## src/rtl/adsr_pkg.sv

```systemverilog
// Shared ADSR envelope encodings and constants.
package adsr_pkg;

  typedef enum logic [2:0] {
    ST_IDLE    = 3'd0,
    ST_ATTACK  = 3'd1,
    ST_DECAY   = 3'd2,
    ST_SUSTAIN = 3'd3,
    ST_RELEASE = 3'd4
  } env_state_t;

  localparam int BEATS_TO_MINIBEATS = 4;

endpackage

```

## src/rtl/env_gain_scaler.sv

```systemverilog
// Combinational signed sample x unsigned gain, floor-shifted back to sample width.
module env_gain_scaler #(
  parameter int SAMPLE_W = 16,
  parameter int GAIN_W   = 8
) (
  input  logic signed [SAMPLE_W-1:0] sample,
  input  logic        [GAIN_W-1:0]   gain,
  output logic signed [SAMPLE_W-1:0] scaled
);

  localparam int PROD_W = SAMPLE_W + GAIN_W + 1;

  logic signed [PROD_W-1:0] sample_x;
  logic signed [PROD_W-1:0] gain_x;
  logic signed [PROD_W-1:0] product;
  logic                     unused_bits;

  assign sample_x = {{(GAIN_W+1){sample[SAMPLE_W-1]}}, sample};
  assign gain_x   = {{SAMPLE_W{1'b0}}, 1'b0, gain};
  assign product  = sample_x * gain_x;

  // |gain| < 2^GAIN_W, so the floor-shifted product always fits in SAMPLE_W bits.
  assign scaled      = product[GAIN_W +: SAMPLE_W];
  assign unused_bits = ^{product[PROD_W-1 -: 1], product[GAIN_W-1:0]};

endmodule

```

## src/rtl/adsr_envelope_gen.sv

```systemverilog
// Linear ADSR gain envelope stepped on the minibeat tick, applied to a signed PCM stream.
// Output sample is registered one cycle after sample_ready; play_enable low freezes everything.
module adsr_envelope_gen
  import adsr_pkg::*;
#(
  parameter int SAMPLE_W = 16,
  parameter int GAIN_W   = 8,
  parameter int DUR_W    = 6,
  parameter int CNT_W    = 10
) (
  input  logic                       clk,
  input  logic                       reset,
  input  logic                       play_enable,
  input  logic                       toggle_dynamics,
  input  logic                       minibeat,
  input  logic                       note_on,
  input  logic                       note_off,
  input  logic        [DUR_W-1:0]    duration,
  input  logic        [GAIN_W-1:0]   attack_step,
  input  logic        [GAIN_W-1:0]   decay_step,
  input  logic        [GAIN_W-1:0]   sustain_level,
  input  logic        [GAIN_W-1:0]   release_step,
  input  logic                       sample_ready,
  input  logic signed [SAMPLE_W-1:0] sample_in,
  output logic                       sample_out_ready,
  output logic signed [SAMPLE_W-1:0] sample_out,
  output logic        [GAIN_W-1:0]   env_gain,
  output logic        [2:0]          env_state,
  output logic                       busy
);

  localparam logic [GAIN_W-1:0] GAIN_MAX = '1;
  localparam logic [CNT_W-1:0]  CNT_MAX  = '1;

  env_state_t          state_q, state_d;
  logic [GAIN_W-1:0]   gain_q, gain_d;
  logic [CNT_W-1:0]    cnt_q, cnt_d;

  logic                adv;
  logic                in_note;
  logic                auto_rel;
  logic [CNT_W-1:0]    rel_cnt;
  logic [GAIN_W:0]     gain_x, atk_sum, dec_diff, rel_diff;
  logic [GAIN_W-1:0]   atk_gain, dec_gain, rel_gain;
  logic signed [SAMPLE_W-1:0] scaled;

  assign adv     = minibeat && play_enable;
  assign busy    = (state_q != ST_IDLE);
  assign in_note = (state_q == ST_ATTACK) || (state_q == ST_DECAY) || (state_q == ST_SUSTAIN);

  assign rel_cnt  = CNT_W'(duration) * CNT_W'(BEATS_TO_MINIBEATS);
  assign auto_rel = (duration != '0) && (cnt_q >= rel_cnt);

  // One extra bit keeps add/subtract from wrapping; the top bit flags overflow/underflow.
  assign gain_x   = {1'b0, gain_q};
  assign atk_sum  = gain_x + {1'b0, attack_step};
  assign dec_diff = gain_x - {1'b0, decay_step};
  assign rel_diff = gain_x - {1'b0, release_step};

  assign atk_gain = (attack_step == '0 || atk_sum >= {1'b0, GAIN_MAX}) ? GAIN_MAX
                                                                       : atk_sum[GAIN_W-1:0];
  assign dec_gain = (decay_step == '0 || dec_diff[GAIN_W] || dec_diff[GAIN_W-1:0] < sustain_level)
                    ? sustain_level : dec_diff[GAIN_W-1:0];
  assign rel_gain = (release_step == '0 || rel_diff[GAIN_W]) ? '0 : rel_diff[GAIN_W-1:0];

  always_comb begin
    state_d = state_q;
    gain_d  = gain_q;
    cnt_d   = cnt_q;
    if (play_enable) begin
      if (adv && busy && cnt_q != CNT_MAX) cnt_d = cnt_q + CNT_W'(1);
      case (state_q)
        ST_IDLE: ;
        ST_ATTACK: if (adv) begin
          gain_d = atk_gain;
          if (atk_gain == GAIN_MAX) state_d = ST_DECAY;
        end
        ST_DECAY: if (adv) begin
          gain_d = dec_gain;
          if (dec_gain == sustain_level) state_d = ST_SUSTAIN;
        end
        ST_SUSTAIN: gain_d = sustain_level;
        ST_RELEASE: if (adv) begin
          gain_d = rel_gain;
          if (rel_gain == '0) state_d = ST_IDLE;
        end
        default: state_d = ST_IDLE;
      endcase
      if (in_note && (note_off || auto_rel)) state_d = ST_RELEASE;
      // Retrigger keeps the current gain so legato notes do not click.
      if (note_on) begin
        state_d = ST_ATTACK;
        gain_d  = gain_q;
        cnt_d   = '0;
      end
    end else if (state_q > ST_RELEASE) begin
      state_d = ST_IDLE;
    end
  end

  env_gain_scaler #(
    .SAMPLE_W (SAMPLE_W),
    .GAIN_W   (GAIN_W)
  ) u_scaler (
    .sample (sample_in),
    .gain   (gain_q),
    .scaled (scaled)
  );

  always_ff @(posedge clk) begin
    if (reset) begin
      state_q          <= ST_IDLE;
      gain_q           <= '0;
      cnt_q            <= '0;
      sample_out       <= '0;
      sample_out_ready <= 1'b0;
    end else begin
      state_q          <= state_d;
      gain_q           <= gain_d;
      cnt_q            <= cnt_d;
      sample_out_ready <= sample_ready && play_enable;
      if (sample_ready && play_enable)
        sample_out <= toggle_dynamics ? scaled : sample_in;
    end
  end

  assign env_gain  = gain_q;
  assign env_state = state_q;

endmodule

```

## config.mk

```make
export PLATFORM = sky130hd
export DESIGN_NAME = adsr_envelope_gen
export DESIGN_NICKNAME = d
export VERILOG_FILES = /design/src/rtl/adsr_pkg.sv /design/src/rtl/env_gain_scaler.sv /design/src/rtl/adsr_envelope_gen.sv
export SDC_FILE = /design/constraint.sdc
export NUM_CORES = 1
export LEC_CHECK = 0
export CORE_MARGIN = 2
export CORE_UTILIZATION = 45
export DETAILED_ROUTE_END_ITERATION = 8
export PLACE_DENSITY_LB_ADDON = 0.25
export REMOVE_ABC_BUFFERS = 1
export SLEW_MARGIN = 40
export SYNTH_ARGS = -nofsm -noshare
export SYNTH_HDL_FRONTEND = slang
export SYNTH_HIERARCHICAL = 1
export SYNTH_SLANG_ARGS = --single-unit
```

## constraint.sdc

```tcl
create_clock -name clk -period 9.7 [get_ports clk]
set_input_delay 1.94 -clock clk [delete_from_list [all_inputs] [get_ports clk]]
set_output_delay 1.94 -clock clk [all_outputs]
set_load 0.005 [all_outputs]
```

==> results of run 1 <==
registers in the layout (all words and copies together) (netlist names):
name	cells
sample_out_ready	1
sample_out	16
env_state	3
env_gain	8
cnt_q	10
worst max-delay path by stage:
stage / slack, ps / from / to
2_1_floorplan: 3620 / sample_in[15] / sample_out[14]$_SDFFE_PP0P_
3_3_place_gp: 2710 / sample_in[15] / sample_out[14]$_SDFFE_PP0P_
3_5_place_dp: 2640 / sample_in[15] / sample_out[14]$_SDFFE_PP0P_
4_1_cts: 2950 / sample_in[15] / sample_out[14]$_SDFFE_PP0P_
5_1_grt: 2670 / sample_in[15] / sample_out[14]$_SDFFE_PP0P_
6_report: 2980 / sample_in[15] / sample_out[14]$_SDFFE_PP0P_
layout make-up:
cell class,count,area [sq um],share of cell area (%)
Tap cell,225,282,3.01
Inverter,185,694,7.43
Clock buffer,6,139,1.49
Timing Repair Buffer,98,956,10.2
Multi-Input combinational cell,747,6510,69.7
Sequential cell,38,763,8.17
kinds of logic after synthesis:
kind of cell / synth area share, %
buf+inv: 9.92
xor+xnor: 4.99
flops: 9.42
fa+ha+maj: 38.0
compound gates: 15.4
simple gates: 19.4
mux: 2.85
per-layer routing:
| metal | up-vias | track usage, % | part of all wire [%] |
|---|---|---|---|
| met5 | - | 0 | 0 |
| met4 | 0 | 4.37 | 0.82 |
| met3 | 12 | 2.19 | 3.9 |
| met2 | 163 | 37.7 | 48 |
| met1 | 3348 | 30.7 | 47 |
| li1 | 3451 | - | - |
power breakdown:
group / switching [mW] / internal (mW)
combinational: 0.0792 / 0.0715
clock: 0.0704 / 0.0997
sequential: 0.00418 / 0.161
total: 0.154 / 0.332
placed cells by master, fill, tap and decap left out, types with 3 or more instances in the layout:
cell                                n
sky130_fd_sc_hd__a31oi_1            3
sky130_fd_sc_hd__nor2b_1            6
sky130_fd_sc_hd__fa_1             102
sky130_fd_sc_hd__o21ai_0           32
sky130_fd_sc_hd__a21o_1            11
sky130_fd_sc_hd__a21oi_1           46
sky130_fd_sc_hd__o22ai_1            6
sky130_fd_sc_hd__buf_4              8
sky130_fd_sc_hd__mux2i_1           23
sky130_fd_sc_hd__or4_1              3
sky130_fd_sc_hd__o21bai_1           5
sky130_fd_sc_hd__o21a_1             7
sky130_fd_sc_hd__o221ai_1           3
sky130_fd_sc_hd__inv_1            185
sky130_fd_sc_hd__nor4_1            11
sky130_fd_sc_hd__a31o_2             3
sky130_fd_sc_hd__a211oi_2           3
sky130_fd_sc_hd__a211oi_1          25
sky130_fd_sc_hd__xnor2_1           33
sky130_fd_sc_hd__or3_1              9
sky130_fd_sc_hd__and2_1            59
sky130_fd_sc_hd__clkbuf_16          5
sky130_fd_sc_hd__xor2_1            13
sky130_fd_sc_hd__nand2b_1          10
sky130_fd_sc_hd__o2111ai_1          3
sky130_fd_sc_hd__nand3_1           18
sky130_fd_sc_hd__o2111a_1           3
sky130_fd_sc_hd__a2111oi_0          3
sky130_fd_sc_hd__dfxtp_1           36
sky130_fd_sc_hd__nand2_1          100
sky130_fd_sc_hd__clkdlybuf4s50_1   89
sky130_fd_sc_hd__ha_1              82
sky130_fd_sc_hd__nor2_1            59
sky130_fd_sc_hd__nand4_1            9
sky130_fd_sc_hd__nor3_1            13
stage by stage:
stage / power (mW) / hold slack (ps) / std cells / worst slack (ps)
finish: 0.486 / 500 / 1299 / 2980
global route: 0.514 / 526 / 1299 / 2670
CTS: 0.493 / 503 / 1299 / 2950
detailed placement: 0.319 / 494 / 1293 / 2640
global placement: 0.317 / 491 / 1293 / 2710
floorplan: 0.246 / 472 / 970 / 3620
worst max-delay path, delay by kind of cell:
family / cells / cell delay [ps]
adder cells (fa/ha/maj): 5 / 2540
XOR/XNOR: 1 / 130
buffers and inverters: 4 / 900
multiplexers: 1 / 90
AO/OA/AOI/OAI: 5 / 810
AND/OR/NAND/NOR: 2 / 530
==> results.md, run 1 <==
- Synthesis instantiated 73 different standard cells from the library.
- Cells with a size suffix above 1 make up 3.45% of the layout.
- The area share of the leading cell type in the synthesized netlist is 25.3%.
- The critical path goes through clkdlybuf4s50_1 > nand2_1 > fa_1 > inv_1 > fa_1 > inv_1 > fa_1 > fa_1 > inv_1 > ha_1 > a21o_1 > a21oi_1 > o21bai_1 > or3_1 > o221ai_2 > xnor2_1 > mux2i_1 > a211oi_1.
- The clock drives 38 sinks.
- In this run the core area contains 48 standard-cell rows.
- Dividing the synthesized area by the synthesized cell count gives 8.11 sq um.
- For this design the ratio of total power to cell area is 52.0 mW/mm^2.
- The worst hold path terminates at sample_out[7]$_SDFFE_PP0P_.
- The setup TNS after final layout is 0 ps.
- Counting every instance in the synthesized netlist gives 996.
- The data required time of the critical path is 9910 ps.
- The leading register cell type out of synthesis is sky130_fd_sc_hd__dfxtp_1.
- Summed over all layers, the routed wires come to 20.3 mm.
- The upper clock frequency limit is 149 MHz.
- Setup repair after global routing left no endpoint under its margin.
- For this design, the slowest cell found on the critical path is sky130_fd_sc_hd__clkdlybuf4s50_1.
- Once layout is complete, the utilization of the core stands at 53.7%.
- The first global-routing pass estimated 33.2 mm of wire.
- The critical-path maximum fanout is 9.
- The H-tree generated during clock tree synthesis spans 2 levels.
- For this block, the initial DRC count from the detailed router was 332.
- The core region is 0.0174 sq mm.
- During synthesis, Yosys emitted a total of 6 warnings.
- The minimum clock period after layout is 6720 ps.
- The clock root buffer is sky130_fd_sc_hd__clkbuf_16.
- The worst voltage drop across the vdd grid is 0.0000513 V.
- By count the netlist is led by sky130_fd_sc_hd__inv_1, sky130_fd_sc_hd__fa_1, sky130_fd_sc_hd__nand2_1, sky130_fd_sc_hd__ha_1.
- The number of pins with negative max-slew slack in the final report came to 0.
- Global routing used 22.1% of the available tracks.
- The last weighted congestion value of the routability-driven placer is 0.904.
- The startpoint identified for the worst register-to-register timing path is env_gain[0]$_SDFFE_PP0P_.
- The setup slack on the worst flop-to-flop path is 4320 ps.
- Entering global routing, the biggest net connects 36 pins.
- Yosys attributes the largest share of cell area to sky130_fd_sc_hd__fa_1, sky130_fd_sc_hd__ha_1, sky130_fd_sc_hd__dfxtp_1, sky130_fd_sc_hd__inv_1, sky130_fd_sc_hd__nand2_1.
- The quantity of gates resized following cts is 0.
- By instance count, the leading cell after synthesis is sky130_fd_sc_hd__inv_1.
- The number of cells on the worst reg-to-reg path is 17.
- From left edge to right edge, the die measures 138 um.
- The critical path data arrival time is 6940 ps.
- The final hold violation count is 0.
- Once the floorplan was initialized, standard cells occupied 46.4% of the core.
- The sequential element share of the synthesized area is 9.42%.
- The post-synthesis instance area is 0.00807 sq mm.
- The number of antenna violations at the first check in global routing was 0.
- The number of nets still failing antenna checks after routing is 0.
- The CTS tree is built.
- Counting flops with an async set or reset pin after synthesis yields a share of 0%.
- Clock tree synthesis inserted a total of 5 buffers.
- In the finished design, the share of the clock period the worst path needs comes to 69.3%.
- The critical setup path kind is in -> reg.
- The largest single stage delay on the critical path is 650 ps.
- The worst hold path was traced through 2 stages.
- The worst setup path is launched from an input pin.
- The synthesized design contains 38 register bits.
- Dividing the detail-routed via count by the number of cells gives 5.37.
- The endpoint kind of the worst setup timing path is a register.
- The reported max-cap violation count is 0.
- The number of remaining DRC errors is 0.
- Summed over all layers, the global routing overflow is 0.
- Counting along the longest clock path gives a buffer depth of 2.
- The via count is 6,974.
- The total I/O pin count is 91.
- The synthesis-to-finish area growth is 15.8%.
- The number of hold buffers added after CTS was 0.
- The final worst clock skew is 5.72 ps.
- The path class of the tightest hold or removal check is reg -> reg.
- The worst slew margin relative to its limit is 44.9%.
- The synthesized design contains 0 enable-type register cells.
- The final setup violation count is 0.
- The number of search-and-repair iterations in the first detailed-routing pass is 5.
- The die extent in y is 138 um.
- The endpoint of the most critical register-to-register path is sample_out[14]$_SDFFE_PP0P_.
- The post-CTS setup-driven buffer insertion count is 0.
- Summing all placed instances gives a cell area of 0.00921 sq mm.
- Counting the fill cells in the layout gives 1,693.
- Clock-pin slew was measured on the worst setup and hold paths at 60 ps.
- The number of port buffers is 90.
- The average wire per cell in the routed design is 15.6 um.
- The hold path startpoint is sample_out[7]$_SDFFE_PP0P_.
- The measured slew at the worst slew-check pin is 825 ps.
- After legalization and detailed placement, the total HPWL measured 15.9 mm.
- Among the stages of the critical path, the cell type that occurs most often is sky130_fd_sc_hd__fa_1.
- The die area is 0.0190 sq mm.
- The number of global-route vias before repair is 6,725.
- The static leakage is 4.57 nW.
- The flow ran to the end, and the final reports show no timing, DRC or antenna violations.
- For this run, the post-layout net count is 1,321.
- The number of antenna diodes in the final layout is 0.
- The later-pin clock latency in the skew report is 290 ps.
- After routing the design area is 0.00935 sq mm.
- The largest area contributor in the netlist is sky130_fd_sc_hd__fa_1.
(Power assumes the default switching activity.)
==> inputs of run 2 (changes only) <==
==> constraint.sdc (replaced) <==
create_clock -name clk -period 6.85 [get_ports clk]
set_input_delay 1.37 -clock clk [delete_from_list [all_inputs] [get_ports clk]]
set_output_delay 1.37 -clock clk [all_outputs]
set_load 0.005 [all_outputs]
==> results.md, run 2 (synthesized netlist as in run 1, its figures left out) <==
- The run finished with clean final reports.
- The power per unit of standard cell area is 74.4 mW/mm^2.
- The first-pass GRT wire length is 33.7 mm.
- VDD sags by at most 0.0000721 V.
- In the routed layout, each cell is associated on average with a via count of 5.34.
- The reported max-cap violation count is 0.
- In the final routed layout, each cell accounts on average for 15.7 um.
- In this run the register-to-register setup slack is 1510 ps.
- The total clock sinks is 38.
- TritonCTS built the clock tree.
- In the final timing run, aggregate negative setup slack is 0 ps.
- The starting utilization of the core area is 46.4%.
- In this run the number of H-tree levels came out at 2.
- The post-CTS setup-driven buffer insertion count is 0.
- For this block, the via count after detailed routing is 6,953.
- Setup violations remaining at the end of the flow were counted as 0.
- The core region is 0.0174 sq mm.
- The die covers 0.0190 sq mm.
- Of the cells placed in the final design, the portion with a size suffix greater than 1 is 3.62%.
- The antenna diode instance count is 0.
- After the first detailed-routing iteration, the DRC count stood at 343.
- The final layout contains routed wiring with a total length of 20.4 mm.
- The register containing the most flip-flops in the final layout is sample_out.
- The die is 138 um tall.
- In this run the core area contains 48 standard-cell rows.
- The post-detailed-placement half-perimeter wirelength is 16.0 mm.
- The library cell used most frequently in the layout, excluding fill and tap cells, is sky130_fd_sc_hd__inv_1.
- The number of nets in the layout is 1,322.
- The classification of the worst-slack hold path is reg -> reg.
- Cell internal power was estimated by the tool at 475 uW.
- The total global routing track utilization is 22.3%.
- The number of pins with negative max-slew slack in the final report is 0.
- STA classifies the critical path startpoint as an input pin.
- Once the clock tree was built, the resizer swapped 0 gates to a different size.
- The sum of overflow across all layers after global routing is 0.
- The number of remaining DRC errors is 0.
- The switching component of the power is 222 uW.
- Setup repair after global routing left no endpoint under its margin.
- At the pin with the least slew margin, the transition time is 758 ps.
- The final hold violation count is 0.
- After layout, the worst setup slack is 675 ps.
- In this run the tightest slew margin relative to its limit is 49.4%.
- The die is 138 um wide.
- The worst setup path startpoint is sample_in[15].
- The later-pin clock latency in the skew report is 290 ps.
- The register with the most flip-flops in the layout has 16 of them.
- The number of buffers created by CTS is 5.
- The number of antenna violations at the first check in global routing is 0.
- The switching power share of the total is 31.9%.
- For this run, the top clock speed supported by timing is 162 MHz.
- The top cell types in the final layout, fill and taps aside, are sky130_fd_sc_hd__inv_1, sky130_fd_sc_hd__fa_1, sky130_fd_sc_hd__nand2_1, sky130_fd_sc_hd__clkdlybuf4s50_1, sky130_fd_sc_hd__ha_1.
- The area growth from synthesis to layout is 16.0%.
- The static leakage is 4.58 nW.
- In this run the critical register-to-register path is launched from env_gain[0]$_SDFFE_PP0P_.
- The endpoint kind of the worst setup timing path is a register.
- The part of the total power dissipated in the clock network is 35.8%.
- In this run, post-CTS hold repair placed 0 buffers.
- The final worst clock skew is 6.57 ps.
- The number of global-route vias before repair is 6,905.
- The share of the clock period used by the worst path after layout is 90.1%.
- The first detailed-routing pass ran for 5 iterations.
- Timing analysis after detailed placement gives a worst setup slack of 321 ps.
- The number of cells on the worst reg-to-reg path is 17.
- Counting I/O delays and the setup requirement, the final critical path takes 6170 ps.
- The critical path is of the in -> reg type.
- After clock tree synthesis, the clock-pin slew on the worst setup and hold paths is 70 ps.
- The clock root buffer is sky130_fd_sc_hd__clkbuf_16.
- Pin placement for this block handled 91 I/O pins.
- The number of nets still failing antenna checks after routing is 0.
- The relative contribution of sequential cells to total power is 33.6%.
- The pin count of the biggest net entering global routing is 36.
- In this run the critical register-to-register path is captured at sample_out[14]$_SDFFE_PP0P_.
- The worst setup path endpoint is sample_out[14]$_SDFFE_PP0P_.
- At the worst endpoint, the arrival time is 6390 ps.
- The power share of the combinational group is 30.6%.
- The congestion estimate from routability-driven global placement came to 0.920.
- The longest clock path from root to sink contains 2 buffers.
- The count of buffers added on input and output ports is 90.
- STA puts the critical path data required time at 7070 ps.
- Along the worst path, the maximum fanout reaches 9.
==> run 2: cell types whose count changed in the layout (fill, tap and decap cells not counted), sizes merged <==
cell,change
buf,+1
clkinv,+1
clkbuf,+1
==> run 2: power groups by stage <==
stage,Sequential (mW),Clock (mW),Combinational (mW)
after detailed placement,0.239,0,0.213
final,0.234,0.249,0.213
after global placement,0.239,0,0.211
after floorplan,0.239,0,0.109
after global routing,0.235,0.262,0.238
after CTS,0.234,0.257,0.214
==> run 2: critical path, stage by stage <==
cell and delay [ps]:
sky130_fd_sc_hd__clkdlybuf4s50_1 660, sky130_fd_sc_hd__nand2_1 210, sky130_fd_sc_hd__fa_1 610, sky130_fd_sc_hd__inv_1 160, sky130_fd_sc_hd__fa_1 530, sky130_fd_sc_hd__inv_1 50
sky130_fd_sc_hd__fa_1 470, sky130_fd_sc_hd__fa_1 560, sky130_fd_sc_hd__inv_1 40, sky130_fd_sc_hd__ha_1 400, sky130_fd_sc_hd__a21o_1 200, sky130_fd_sc_hd__a21oi_1 130
sky130_fd_sc_hd__o21bai_1 100, sky130_fd_sc_hd__or3_1 330, sky130_fd_sc_hd__o221ai_2 150, sky130_fd_sc_hd__xnor2_1 130, sky130_fd_sc_hd__mux2i_1 90, sky130_fd_sc_hd__a211oi_1 220
==> run 2: metrics by stage <==
stage          total power [mW]  std cells  util, %  hold WS [ps]  instance area (sq um)
2_1_floorplan             0.348        970        -           472                   7970
3_3_place_gp              0.450       1294     52.9           490                   9220
3_5_place_dp              0.452       1294     52.9           493                   9210
4_1_cts                   0.705       1302     53.8           503                   9360
5_1_grt                   0.734       1302     53.8           517                   9360
6_report                  0.697       1302     53.8           497                   9360
==> run 2: area by class of cell <==
type	count	area (sq um)
clock inverters	1	5.00
repair buffers	99	963
clock buffers	7	143
multi-input cells	747	6510
fillers	1688	8060
flip-flops and latches	38	763
inverters	185	694
well taps	225	282
==> run 2: metal layers <==
| metal | track usage (%) | wire, um | part of all wire (%) |
|---|---|---|---|
| met5 | 0 | 0 | 0 |
| met1 | 31.1 | 9620 | 47 |
| met2 | 37.8 | 9620 | 47 |
| met3 | 1.50 | 809 | 4.0 |
| met4 | 5.84 | 345 | 1.7 |
==> run 2: worst min-delay path by stage <==
| stage | slack [ps] | end | startpoint | cells past startpoint |
|---|---|---|---|---|
| floorplan | 470 | cnt_q[8]$_SDFFE_PP0P_ | cnt_q[8]$_SDFFE_PP0P_ | 2 |
| finish | 500 | sample_out[0]$_SDFFE_PP0P_ | sample_out[0]$_SDFFE_PP0P_ | 2 |
| global placement | 490 | sample_out[5]$_SDFFE_PP0P_ | sample_out[5]$_SDFFE_PP0P_ | 2 |
| detailed placement | 490 | sample_out[13]$_SDFFE_PP0P_ | sample_out[13]$_SDFFE_PP0P_ | 2 |
| global route | 520 | sample_out[5]$_SDFFE_PP0P_ | sample_out[5]$_SDFFE_PP0P_ | 2 |
| CTS | 500 | sample_out[13]$_SDFFE_PP0P_ | sample_out[13]$_SDFFE_PP0P_ | 2 |
